$ cat config.mk
export PLATFORM = sky130hd
export DESIGN_NAME = uart_tx_arbiter
export DESIGN_NICKNAME = d
export VERILOG_FILES = /design/src/rtl/uart_tx_arbiter.sv
export SDC_FILE = /design/constraint.sdc
export NUM_CORES = 1
export LEC_CHECK = 0
export CORE_AREA = 2 2 69 52
export CTS_CLUSTER_SIZE = 28
export DETAILED_ROUTE_END_ITERATION = 12
export DIE_AREA = 0 0 71 54
export PLACE_DENSITY = 0.76
export REMOVE_ABC_BUFFERS = 1
export SLEW_MARGIN = 40
export SYNTH_ARGS = -nofsm -noshare
export SYNTH_HDL_FRONTEND = slang
export SYNTH_SLANG_ARGS = --single-unit
$ cat constraint.sdc
create_clock -name mclk -period 2.4 [get_ports mclk]
set_input_delay 0.36 -clock mclk [delete_from_list [all_inputs] [get_ports mclk]]
set_output_delay 0.36 -clock mclk [all_outputs]
set_load 0.01 [all_outputs]
$ cat src/rtl/uart_tx_arbiter.sv
// uart_tx_arbiter: shares one uart_tx serializer among NUM_REQ byte producers.
// One byte is granted at a time. It is strobed into the serializer, and then
// the arbiter waits FRAME_TICKS+GAP_TICKS baud_x1 ticks before the next grant.
// Build option: define UART_TX_ARB_PRIORITY_EN for fixed lowest-index-wins
// priority. The default build uses round-robin selection.
module uart_tx_arbiter #(
  parameter int NUM_REQ     = 4,
  parameter int FRAME_TICKS = 11,
  parameter int GAP_TICKS   = 0,
  localparam int GID_W      = $clog2(NUM_REQ),
  localparam int CNT_W      = $clog2(FRAME_TICKS + GAP_TICKS + 1)
) (
  input  logic                 mclk,
  input  logic                 reset_n,
  input  logic                 baud_x1,
  input  logic [NUM_REQ-1:0]   req_valid,
  input  logic [8*NUM_REQ-1:0] req_data,
  output logic [NUM_REQ-1:0]   req_ready,
  output logic [7:0]           tx_data,
  output logic                 tx_strobe,
  output logic                 busy,
  output logic [GID_W-1:0]     grant_id
);

  typedef enum logic [1:0] {
    ST_IDLE  = 2'd0,
    ST_ISSUE = 2'd1,
    ST_WAIT  = 2'd2
  } state_t;

  localparam logic [CNT_W-1:0] TICKS_LOAD = CNT_W'(FRAME_TICKS + GAP_TICKS);
  localparam logic [GID_W-1:0] GID_RESET  = GID_W'(NUM_REQ - 1);

  state_t           state_q, state_d;
  logic [CNT_W-1:0] cnt_q, cnt_d;
  logic [7:0]       tx_data_q, tx_data_d;
  logic [GID_W-1:0] grant_id_q, grant_id_d;

  logic [7:0]       req_bytes [NUM_REQ];
  logic [GID_W-1:0] winner;
  logic             any_valid;

  // Split the packed request bus into one byte per requester.
  genvar gi;
  generate
    for (gi = 0; gi < NUM_REQ; gi++) begin : g_bytes
      assign req_bytes[gi] = req_data[8*gi +: 8];
    end
  endgenerate

  assign any_valid = |req_valid;

`ifdef UART_TX_ARB_PRIORITY_EN
  // Fixed priority: the lowest-index valid requester wins.
  always_comb begin
    winner = '0;
    for (int k = NUM_REQ - 1; k >= 0; k--) begin
      if (req_valid[GID_W'(k)]) winner = GID_W'(k);
    end
  end
`else
  logic [GID_W-1:0] cand;
  logic             found;

  // Round-robin: search from the requester after the last grant and wrap.
  always_comb begin
    winner = grant_id_q;
    found  = 1'b0;
    cand   = '0;
    for (int k = 1; k <= NUM_REQ; k++) begin
      cand = GID_W'((int'(grant_id_q) + k) % NUM_REQ);
      if (!found && req_valid[cand]) begin
        winner = cand;
        found  = 1'b1;
      end
    end
  end
`endif

  // Next state and outputs. Grants are suppressed while reset is asserted,
  // so nothing is accepted during a reset cycle.
  always_comb begin
    state_d    = state_q;
    cnt_d      = cnt_q;
    tx_data_d  = tx_data_q;
    grant_id_d = grant_id_q;
    req_ready  = '0;
    tx_strobe  = 1'b0;
    busy       = (state_q != ST_IDLE);
    case (state_q)
      ST_IDLE: begin
        if (reset_n && any_valid) begin
          req_ready  = NUM_REQ'(1) << winner;
          tx_data_d  = req_bytes[winner];
          grant_id_d = winner;
          state_d    = ST_ISSUE;
        end
      end
      ST_ISSUE: begin
        // A baud_x1 tick arriving here is ignored, so the count cannot underflow.
        tx_strobe = 1'b1;
        cnt_d     = TICKS_LOAD;
        state_d   = ST_WAIT;
      end
      ST_WAIT: begin
        if (baud_x1) begin
          if (cnt_q <= CNT_W'(1)) begin
            cnt_d   = '0;
            state_d = ST_IDLE;
          end else begin
            cnt_d = cnt_q - CNT_W'(1);
          end
        end
      end
      default: state_d = ST_IDLE;
    endcase
  end

  // State registers with a synchronous active-low reset.
  always_ff @(posedge mclk) begin
    if (!reset_n) begin
      state_q    <= ST_IDLE;
      cnt_q      <= '0;
      tx_data_q  <= 8'h00;
      grant_id_q <= GID_RESET;
    end else begin
      state_q    <= state_d;
      cnt_q      <= cnt_d;
      tx_data_q  <= tx_data_d;
      grant_id_q <= grant_id_d;
    end
  end

  assign tx_data  = tx_data_q;
  assign grant_id = grant_id_q;

endmodule

; ---- Yosys cells after proc, flatten, opt, wreduce, memory -nomap -nowiden
; Index checks and enable logic that the tools add are counted.
[word_totals]
regBits = 16
output_inout_bits = 16
[op_classes]
n_addsub = 5
n_lt_le_gt_ge = 6
eq_ne = 5
shift = 1
n_mux = 28
bitwise_logic = 1
reduce_logical = 14
[op_table]
columns = cell, count
row1 = $bmux 8 s2, 1
row2 = $mux 4, 4
row3 = $mux 8, 2
row4 = $mux 2, 7
row5 = $lt 2x3->1 const B, 4
row6 = $bmux 1 s2, 4
row7 = $mux 1, 8
row8 = $pmux 4 s2, 1
row9 = $ne 2x2->1 const B, 3
row10 = $pmux 2 s3, 1
row11 = $add 2x1->2 const B, 2
row12 = $add 2x2->2 const B, 2
row13 = $le 4x1->1 const B, 1
row14 = $logic_and 1x1->1, 4
row15 = $reduce_and 2->1, 2
row16 = $reduce_bool 2->1, 2
row17 = $reduce_or 4->1, 1
row18 = $shl 1x2->4 const A, 1
row19 = $sub 4x1->4 const B, 1
row20 = $ge 3x3->1 const B, 1
row21 = $logic_not 1->1, 3
row22 = $not 2->3, 1
row23 = $reduce_and 3->1, 1
row24 = $eq 2x1->1 const B, 1
row25 = other kinds (2), 2

; ---- Depth between registers and ports, before layout
[depth]
word_depth = 17
depth_mapped = 7
depth_no_buf = 6

; ---- Least setup slack after synthesis
; No wires, ideal clock.
[synth_timing]
path_type = reg2out
start = reg grant_id_q[1] (netlist: grant_id[1])
end = out req_ready[0]
arrival_ns = 1.486
t_required_ns = 2.040
path_slack_ns = 0.554
stages_incl_launch_ff = 8
cell_sequence = dfxtp_1 buf_2 mux2i_1 nor2_1 a211oi_2 buf_2 inv_1 nor2_1
[synth_between]
elab_chain_len = 16
[synth_rtl]
columns = element, line
row1 = start: declaration, 37  ; logic [GID_W-1:0] grant_id_q, grant_id_d;
row2 = start signal: assignment, 130  ; grant_id_q <= grant_id_d;
row3 = $add 2x1->2, 71  ; cand = GID_W'((int'(grant_id_q) + k) % NUM_REQ);
row4 = $bmux 1 s2, 72  ; if (!found && req_valid[cand]) begin
row5 = $mux 1 (not written as such), 72
row6 = $mux 1, 72
row7 = $logic_not 1->1, 72
row8 = $logic_and 1x1->1, 72
row9 = $mux 1, 72
row10 = $logic_not 1->1, 72
row11 = $logic_and 1x1->1, 72
row12 = $mux 1, 72
row13 = $logic_not 1->1, 72
row14 = $logic_and 1x1->1, 72
row15 = $mux 2 *, 72
row16 = $shl 1x2->4 *, 93  ; req_ready = NUM_REQ'(1) << winner;
row17 = $mux 4 *, 92  ; if (reset_n && any_valid) begin
row18 = $mux 4 *, 90  ; case (state_q)
row19 = end: declaration, 18  ; output logic [NUM_REQ-1:0] req_ready,
; Every way passes the cells marked *; elsewhere a longest branch is shown, timed or not. The select of a mux whose other input is x is not followed.

; ---- Worst setup path in the final report
[layout_timing]
start = reg state_q[0]
end = reg tx_data_q[3] (netlist: tx_data[3])
[layout_between]
elab_chain_len = 2
[layout_rtl]
columns = element, line
row1 = start: declaration, 34  ; state_t state_q, state_d;
row2 = start signal: assignment, 127  ; state_q <= state_d;
row3 = $logic_not 2->1, 90
row4 = $reduce_and 2->1 (no line), n/a
row5 = end signal: assignment, 129  ; tx_data_q <= tx_data_d;
row6 = end: declaration, 36  ; logic [7:0] tx_data_q, tx_data_d;
; No other way between the ends.
; A chain may end at the register's enable or synchronous reset.

==> reports/metrics.cfg <==
[drt]
drc = 0
firstDrtPassIters = 4
wl_per_cell_um = 13.0
ant_nets = 0
drt-total-wl_mm = 3.04
drt_iter0_markers = 41
vias = 1161
via_per_inst = 4.94

[outcome]
outcome = complete, no violations

[finish]
nFillCells = 281
layout-drive-gt1-share_pct = 25.1
num_antenna_cells = 0
nets = 237
final_area_um2 = 1880
area_delta_synth_final_pct = 71.7
postLayoutCoreUtil_pct = 57.5

[logic_synthesis]
synth_top_cell_area_share_pct = 29.3
synth_area_um2 = 1090
ys_ff_latch = 16
ys_warn_count = 0
ys_types = 34
yosysSeqAreaShare_pct = 29.3
synthCells = 124
syn_avg_cell_area_um2 = 8.83
synth_edf_count = 0
synth_area_leader_cell = dfxtp_1
ys_top_cells_by_count = 16 x dfxtp_1, 16 x nand3_1, 12 x nand2_1
async_flop_share_pct = 0
yosys-top-cells-area = dfxtp_1 29%, mux2i_1 9.1%, o211ai_2 8.0%, nand3_1 7.3%, mux2_2 7.2%
synth_top_flop_cell = dfxtp_1

[timing]
period_needed_ns = 2.23
skew_ns = 0.000645
fmax_ghz = 0.449
drv_slew = 0
setup-tns-final_ns = 0
hold_viol_final = 0
rsz0062_at_grt = false
maxSlewHeadroom_pct = 73.5
fin_crit_sh_pct = 92.9
setup_viol = 0
tightest_slew_ns = 0.395

[die]
io_pins = 55
num_rows = 18
coreArea_um2 = 3270
fp.dieH_um = 54
die_x_um = 71
dieArea_um2 = 3830
start_util_pct = 33.5

[grt]
grt_pass1_vias = 1054
overflow = 0
grt_antenna_before_repair = 0
grt_start_max_net_pins = 13
track_usage_pct = 16.0
grt_pass1_wl_mm = 4.75

[critical_path]
reg2reg_to = tx_data[3]
endpoint_kind = flop
timing.rr.start = state_q[0]
crit_path_start = state_q[0]
worstPathMaxFanout = 5
startpoint_type = flop
crit_type = flop to flop
rrSetupSlack_ns = 0.17
worstPathRequired_ns = 2.57
r2r_cells = 12
arrival_ns = 2.40
crit_end = tx_data[3]

[placement]
place.gp.congestion = 0.817
hpwl_mm = 2.44
post_dp_cell_area_um2 = 1730
port_buffers = 54

[clocking]
clock-sinks = 16
clk_pin_slew_ns = 0.06
cts_buffers = 3
root_buffer = clkbuf_8
cts_tree = done
clk_path_buf_depth = 2
h-tree-depth = 1
insertion_delay_ns = 0.25

[pwr]
power_density_nw_per_um2 = 606
max-vdd-ir-drop_mv = 0.451
p_leak_uw = 0.000817

[worst_hold_path]
hold_class = flop to flop
hold_depth = 2

[run]
cap_violations = 0

-- layout by cell type, fill, tap and decap left out, types with 2 or more instances in the layout --
cell type	synthesis	final
clkdlybuf4s50_1	0	46
buf_4	1	20
nand3_1	16	16
dfxtp_1	16	15
nand2_1	12	12
mux2i_1	10	10
mux2_2	7	7
o211ai_2	7	7
nor2_1	7	6
inv_1	5	5
o21ai_0	4	4
clkbuf_8	0	4
dlymetal6s2s_1	0	4
dlygate4sd2_1	0	4
nand2b_1	4	3
and2_1	3	3
nand3b_1	2	2
a21oi_1	3	2
o21a_1	2	2
ha_1	2	2
-- registers in the layout, indices dropped and copies added (netlist names) --
signal	cells
cnt_q	4
grant_id	2
state_q	2
tx_data	8
-- power by group --
part	total (uW)	leakage, uW	internal [uW]	switching (uW)
registers	358	0.000132	316	41.0
clock network	237	0.0000288	145	91.3
logic	545	0.000656	316	228
total	1140	0.000817	778	361
-- cell type report --
class                      instances  area, um2  area share (%)
sequential                        16        322            17.1
inverter                           5       18.8           0.999
clock buffer                       4       55.1            2.93
multi-input combinational         96        738            39.3
timing repair buffer              74        696            37.0
tap                               40       50.0            2.66
-- timing repair --
| item | in CTS | in global routing |
|---|---|---|
| resized for setup | 7 | 6 |
| setup buffers | 8 | 1 |
| setup endpoints to repair | 4 | 5 |
| hold buffers | 0 | 0 |
| pin swaps | 2 | 1 |
-- worst min-delay path by stage --
stage	start	end	slack [ns]
3_5_place_dp	tx_data[1]	tx_data[1]	0.46
6_report	tx_data[2]	tx_data[2]	0.47
4_1_cts	tx_data[2]	tx_data[2]	0.48
2_1_floorplan	reset_n	grant_id[0]	0.45
5_1_grt	tx_data[2]	tx_data[2]	0.50
3_3_place_gp	tx_data[3]	tx_data[3]	0.45
-- through the flow --
| step | hold WS (ns) | std cells | total power, uW | setup slack [ns] |
|---|---|---|---|---|
| after CTS | 0.480 | 234 | 1140 | -0.0738 |
| after floorplan | 0.449 | 117 | 607 | -0.0982 |
| after global placement | 0.451 | 222 | 858 | -0.132 |
| after global routing | 0.504 | 235 | 1220 | 0.0898 |
| after detailed placement | 0.464 | 222 | 871 | -0.194 |
| final | 0.471 | 235 | 1140 | 0.171 |
-- per-layer routing --
metal / part of all wire, % / GRT usage, % / wire [um]
met4: 0 / 1.89 / 0
met1: 46 / 20.5 / 1390
met3: 6.2 / 5.43 / 189
met5: 0 / 0 / 0
met2: 48 / 27.3 / 1460
-- cells by family after synthesis --
logic type	synth area share, %
AO/OA/AOI/OAI	20.1
adder cells (fa/ha/maj)	2.29
buffers and inverters	5.71
flip-flops	29.3
multiplexers	16.3
AND/OR/NAND/NOR	26.3
-- worst max-delay path, cell delays in order, from the launching register on --
cell and delay (ns):
dfxtp_1 0.33, or2_4 0.28, nor3b_4 0.29, nand2b_4 0.11, buf_4 0.14, buf_4 0.12
buf_4 0.12, buf_4 0.11, buf_4 0.12, buf_4 0.12, buf_4 0.12, buf_4 0.13
o221ai_1 0.17
Power figures use the tool's default switching activity.
